## src/rtl/reg_file_pkg.sv

```systemverilog
// reg_file_pkg: shared definitions for the multi-ported register file.
//   - addr_width(): address width for a given register count
//   - PC_IDX_DEFAULT: default architectural index of the program counter
//   - sb_cause_e: reason a scoreboard hazard pulse was raised
package reg_file_pkg;

  localparam int PC_IDX_DEFAULT = 15;

  typedef enum logic [1:0] {
    SB_NONE     = 2'd0,
    SB_DUP_LOAD = 2'd1,  // load issued to a register already awaiting a load
    SB_WAW_ALU  = 2'd2,  // ALU wrote a register still awaiting load data
    SB_STRAY_WB = 2'd3   // load writeback to a register with no load outstanding
  } sb_cause_e;

  // Never returns 0 so that a one-entry file still gets a legal address bus.
  function automatic int addr_width(input int n);
    if (n <= 2) return 1;
    return $clog2(n);
  endfunction

endpackage

```

## src/rtl/reg_scoreboard.sv

```systemverilog
// reg_scoreboard: tracks registers with an outstanding load.
// Ports:
//   clk, rst_n        clock, asynchronous active-low reset
//   ld_issue, ld_rd   mark ld_rd as awaiting load data
//   wa_en, wa_addr    ALU write (checked only, never clears)
//   wb_en, wb_addr    load writeback (clears the pending bit)
//   pending           registered pending bit per register
//   sb_err            one-cycle registered hazard pulse
module reg_scoreboard
  import reg_file_pkg::*;
#(
  parameter int NUM_REGS = 16,
  parameter int AW       = addr_width(NUM_REGS)
) (
  input  logic                clk,
  input  logic                rst_n,
  input  logic                ld_issue,
  input  logic [AW-1:0]       ld_rd,
  input  logic                wa_en,
  input  logic [AW-1:0]       wa_addr,
  input  logic                wb_en,
  input  logic [AW-1:0]       wb_addr,
  output logic [NUM_REGS-1:0] pending,
  output logic                sb_err
);

  logic [NUM_REGS-1:0] pending_q, pending_d;
  logic                sb_err_q, sb_err_d;
  sb_cause_e           cause;

  always_comb begin
    pending_d = pending_q;
    // Clear first, then set, so a new load to the register being written back wins.
    if (wb_en)    pending_d[wb_addr] = 1'b0;
    if (ld_issue) pending_d[ld_rd]   = 1'b1;

    cause = SB_NONE;
    if (wb_en && !pending_q[wb_addr])
      cause = SB_STRAY_WB;
    if (wa_en && pending_q[wa_addr])
      cause = SB_WAW_ALU;
    if (ld_issue && pending_q[ld_rd] && !(wb_en && (wb_addr == ld_rd)))
      cause = SB_DUP_LOAD;
    sb_err_d = (cause != SB_NONE);
  end

  always_ff @(posedge clk or negedge rst_n) begin
    if (!rst_n) begin
      pending_q <= '0;
      sb_err_q  <= 1'b0;
    end else begin
      pending_q <= pending_d;
      sb_err_q  <= sb_err_d;
    end
  end

  assign pending = pending_q;
  assign sb_err  = sb_err_q;

endmodule

```

## src/rtl/reg_file_mp.sv

```systemverilog
// reg_file_mp: multi-ported register file with integrated PC and load scoreboard.
// Ports:
//   clk, rst_n                  clock, asynchronous active-low reset
//   rd_addr / rd_data           NUM_RD combinational read ports (port i in slice i)
//   rd_pending                  read port's register has an outstanding load
//   wa_en / wa_addr / wa_data   write port A (ALU)
//   wb_en / wb_addr / wb_data   write port B (load writeback), wins over port A
//   ld_issue / ld_rd            load issued to ld_rd
//   pc_en                       advance PC by PC_STEP
//   pc_out                      current PC
//   sb_err                      one-cycle scoreboard hazard pulse
module reg_file_mp
  import reg_file_pkg::*;
#(
  parameter int                DATA_W   = 32,
  parameter int                NUM_REGS = 16,
  parameter int                NUM_RD   = 4,
  parameter int                PC_IDX   = PC_IDX_DEFAULT,
  parameter logic [DATA_W-1:0] PC_RESET = '0,
  parameter logic [DATA_W-1:0] PC_STEP  = DATA_W'(4),
  parameter bit                BYPASS   = 1'b1,
  parameter int                AW       = addr_width(NUM_REGS)
) (
  input  logic                     clk,
  input  logic                     rst_n,
  input  logic [NUM_RD*AW-1:0]     rd_addr,
  output logic [NUM_RD*DATA_W-1:0] rd_data,
  output logic [NUM_RD-1:0]        rd_pending,
  input  logic                     wa_en,
  input  logic [AW-1:0]            wa_addr,
  input  logic [DATA_W-1:0]        wa_data,
  input  logic                     wb_en,
  input  logic [AW-1:0]            wb_addr,
  input  logic [DATA_W-1:0]        wb_data,
  input  logic                     ld_issue,
  input  logic [AW-1:0]            ld_rd,
  input  logic                     pc_en,
  output logic [DATA_W-1:0]        pc_out,
  output logic                     sb_err
);

  logic [DATA_W-1:0]   regs_q [NUM_REGS];
  logic [DATA_W-1:0]   regs_d [NUM_REGS];
  logic [NUM_REGS-1:0] pending;

  // The PC lives in the ordinary register array; only its next-state rule differs.
  // Statement order gives the priority: port B, then port A, then pc_en, then hold.
  always_comb begin
    for (int r = 0; r < NUM_REGS; r++) begin
      regs_d[r] = regs_q[r];
      if ((r == PC_IDX) && pc_en)           regs_d[r] = regs_q[r] + PC_STEP;
      if (wa_en && (wa_addr == AW'(r)))     regs_d[r] = wa_data;
      if (wb_en && (wb_addr == AW'(r)))     regs_d[r] = wb_data;
    end
  end

  always_ff @(posedge clk or negedge rst_n) begin
    if (!rst_n) begin
      for (int r = 0; r < NUM_REGS; r++)
        regs_q[r] <= (r == PC_IDX) ? PC_RESET : '0;
    end else begin
      for (int r = 0; r < NUM_REGS; r++)
        regs_q[r] <= regs_d[r];
    end
  end

  assign pc_out = regs_q[PC_IDX];

  genvar gi;
  generate
    for (gi = 0; gi < NUM_RD; gi++) begin : g_rd
      logic [AW-1:0] ra;
      assign ra = rd_addr[gi*AW +: AW];

      always_comb begin
        rd_data[gi*DATA_W +: DATA_W] = regs_q[ra];
        if (BYPASS) begin
          if (wb_en && (wb_addr == ra))
            rd_data[gi*DATA_W +: DATA_W] = wb_data;
          else if (wa_en && (wa_addr == ra))
            rd_data[gi*DATA_W +: DATA_W] = wa_data;
        end
      end

      assign rd_pending[gi] = pending[ra];
    end
  endgenerate

  reg_scoreboard #(
    .NUM_REGS (NUM_REGS),
    .AW       (AW)
  ) u_sb (
    .clk      (clk),
    .rst_n    (rst_n),
    .ld_issue (ld_issue),
    .ld_rd    (ld_rd),
    .wa_en    (wa_en),
    .wa_addr  (wa_addr),
    .wb_en    (wb_en),
    .wb_addr  (wb_addr),
    .pending  (pending),
    .sb_err   (sb_err)
  );

endmodule

```

## config.mk

```make
export PLATFORM = sky130hd
export DESIGN_NAME = reg_file_mp
export DESIGN_NICKNAME = d
export VERILOG_FILES = /design/src/rtl/reg_file_pkg.sv /design/src/rtl/reg_scoreboard.sv /design/src/rtl/reg_file_mp.sv
export SDC_FILE = /design/constraint.sdc
export NUM_CORES = 2
export LEC_CHECK = 0
export CORE_ASPECT_RATIO = 1.75
export CORE_MARGIN = 2
export CORE_UTILIZATION = 55
export DETAILED_ROUTE_END_ITERATION = 10
export PLACE_DENSITY_LB_ADDON = 0.08
export SKIP_LAST_GASP = 1
export SYNTH_ARGS = -nofsm -noshare
export SYNTH_HDL_FRONTEND = slang
export SYNTH_SLANG_ARGS = --single-unit
```

## constraint.sdc

```tcl
create_clock -name clk -period 3.15 [get_ports clk]
set_clock_uncertainty 0.15 [all_clocks]
set_input_delay 0.4725 -clock clk [delete_from_list [all_inputs] [get_ports clk]]
set_output_delay 0.4725 -clock clk [all_outputs]
set_load 0.005 [all_outputs]
```

==> out/metrics.cfg <==
[status]
status=complete, but fails checks
failed_checks=setup timing

[clock_tree]
clk_latency_ns=0.68
cts_inserted_buffers=55
cts_tree=yes
clockRootBuffer=clkbuf_16
clock_path_buffers=3
path_clk_slew_ns=0.07
cts_sinks=529
cts_htree_levels=2

[yosys]
synthSimpleGateAreaFrac_pct=9.17
ys_ff_latch=529
synth-seq-area-share_pct=30.0
synth_top_flop_cell=dfrtp_1
yosys.cell_types.count=58
synth_top_family_by_area=multiplexers
synth_edf_count=0
synth-compound-area-share_pct=14.3
syn_inst=4203
syn_area_sq_um=44200
ys_warn_count=0
syn-mean-instance-area_sq_um=10.5
synth_xor_area_share_pct=1.11
ys_async_sr_fraction_pct=100
yosys.area_share.adder_pct=0.0283
syn_nets=4302
synth_mux_area_share_pct=38.6

[timing]
final_max_slew_viol_count=0
tightest_slew_ns=0.703
finalHoldViolCount=0
max_freq_mhz=302
period_needed_ns=3.31
slew_headroom_pct=53.0
setup_viol=18
final.setup.worst_slack_ns=-0.157
setup-tns-final_ns=-0.817
post-route-period-util_pct=105
rsz0062_at_grt=yes
whs_ns=0.189

[critical_path]
cp_max_fo=3
setup.worst_path.start=regs_q[247]
cpMaxStageDelayCell=mux4_2
critPathRequiredTime_ns=2.53
r2r-start=pc_out[6]
critical_path.max_stage_delay_ns=0.46
path_class=flop to output port
worstSetupEndpointType=output port
crit_arrival_ns=2.68
crit_family=compound AO/OA/AOI/OAI gates
rrSetupSlack_ns=0.56
crit_buf_inv=3
start_kind=flop
path_cells=buf_6 -> mux4_2 -> a22oi_2 -> buf_4 -> nand2_4 -> a221o_1 -> buf_2

[layout]
layout.cell_area.non_filler_sq_um=56400
final_core_util_pct=71.0
area_delta_synth_final_pct=27.8
layout_common_cells=buf_4, mux4_2, mux2i_1, dfrtp_1, nor2_1
drive_gt1_share_pct=37.7
nNetsFinal=4816
fin_cells=5804
final_common_cell=buf_4

[grt]
busiest_layer=met2
antenna_found_initial=10
grt_overflow=0
use_met3_pct=17.1
track_usage_pct=50.5
grt.met2_usage_pct=77.3
grt_pass1_wl_microns=297000
use_met1_pct=53.7
grt_max_degree=76
grt_pass1_vias=43300

[power]
p_leak_nw=23.5
pwr-share-comb_pct=42.7
finalPower_mw=31.2
power_switching_mw=11.3
ir_drop_mv=0.511
clkPwrFrac_pct=22.5
switching_share_pct=36.1
power.density_nw_per_um2=552
power_frac_seq_pct=34.8
power.internal_mw=19.9

[detailed_routing]
wl_per_cell_microns=35.7
antenna_left=0
first_pass_iters=7
wl_microns=207000
drc_errors=0
routed_via_density=7.43
drt_iter0_markers=6050
vias=43100

[placed_design]
place_inst=5445
port_buffers=262
placed_area_sq_um=51500
place_ws_ns=-0.637
gpl.final_weighted_congestion=0.963
place_hpwl_microns=136000

[min_path]
hp-class=primary input to asynchronous set/reset pin

[floorplan]
die_h_microns=379
start_util_pct=55.5
die-area_sq_um=82700
rows=137
die_w_microns=218
coreArea_sq_um=79500
ioPinCount=263

[run]
drv_cap=0

-- flip-flops by register name, summed over array words and instances (netlist names) --
name,cells
u_sb.pending,16
pc_out,32
u_sb.sb_err,1
regs_q,480
-- area by class of cell --
cell class | count | area (sq um)
Sequential cell | 529 | 13300
Multi-Input combinational cell | 3047 | 29300
Fill cell | 5861 | 23100
Tap cell | 1042 | 1300
Clock inverter | 17 | 228
Inverter | 43 | 161
Timing Repair Buffer | 1041 | 10600
Clock buffer | 82 | 1590
Antenna cell | 3 | 7.51
-- worst paths after layout --
kind                               end  depth (start not counted)
setup / recovery           rd_data[23]                          7
hold / removal             regs_q[484]                          2
setup reg to reg            pc_out[27]                          7
hold reg to reg            regs_q[472]                          2
max in group asynchronous   pc_out[26]                          4
min in group clk           u_sb.sb_err                          5
-- cells by family (layout without fill, tap and decap cells) --
family	count (synthesis)	count (layout)
other cells	0	3
buf+inv	628	1183
compound gates	973	973
simple gates	986	987
xor+xnor	56	56
flops	529	529
mux	1030	1030
fa+ha+maj	1	1
-- power groups by stage --
stage | combinational [mW] | clock [mW] | sequential [mW]
floorplan | 7.60 | 0 | 10.1
global placement | 11.4 | 0 | 10.8
detailed placement | 11.6 | 0 | 10.9
CTS | 12.7 | 7.00 | 10.6
global route | 14.0 | 7.25 | 11.0
finish | 13.3 | 7.01 | 10.8
-- synthesized netlist by cell type, types with 3 or more instances --
cell type | number | area share [%]
a211o_1 | 4 | 0.079
a211oi_1 | 3 | 0.051
a21oi_1 | 312 | 3.5
a221o_1 | 128 | 2.9
a22oi_1 | 257 | 4.4
a31oi_1 | 7 | 0.099
and2_1 | 26 | 0.37
and3_1 | 13 | 0.18
and4_1 | 4 | 0.079
buf_1 | 74 | 0.63
buf_2 | 94 | 1.1
buf_4 | 69 | 1.2
buf_6 | 33 | 0.84
clkbuf_1 | 314 | 2.7
dfrtp_1 | 529 | 30
inv_1 | 43 | 0.37
mux2i_1 | 490 | 11
mux4_2 | 539 | 27
nand2_1 | 391 | 3.3
nand2b_1 | 5 | 0.071
nand3_1 | 27 | 0.31
nand3b_1 | 5 | 0.085
nand4_1 | 13 | 0.18
nor2_1 | 455 | 3.9
nor2b_1 | 17 | 0.24
nor3_1 | 8 | 0.091
nor3_2 | 4 | 0.091
nor3b_1 | 5 | 0.085
nor4_1 | 8 | 0.11
o211ai_1 | 8 | 0.14
o21ai_0 | 136 | 1.5
o21ai_1 | 81 | 0.92
o221ai_1 | 10 | 0.20
o22ai_1 | 8 | 0.11
o31a_1 | 3 | 0.060
xnor2_1 | 18 | 0.36
xor2_1 | 38 | 0.75
-- routing by layer --
layer	share of wire [%]	wire length (microns)
met1	30	61700
met2	45	93200
met3	13	26600
met4	12	25600
met5	0.035	73
-- timing repair --
item | CTS | global route
setup buffers | 218 | 37
cloned | 11 | 0
endpoints found under the hold margin | 45 | 0
gates resized for setup | 468 | 212
endpoints found under the setup margin | 132 | 112
pin swaps | 134 | 140
hold buffers | 1 | 0
No activity file was read; power rests on OpenSTA's default activity.
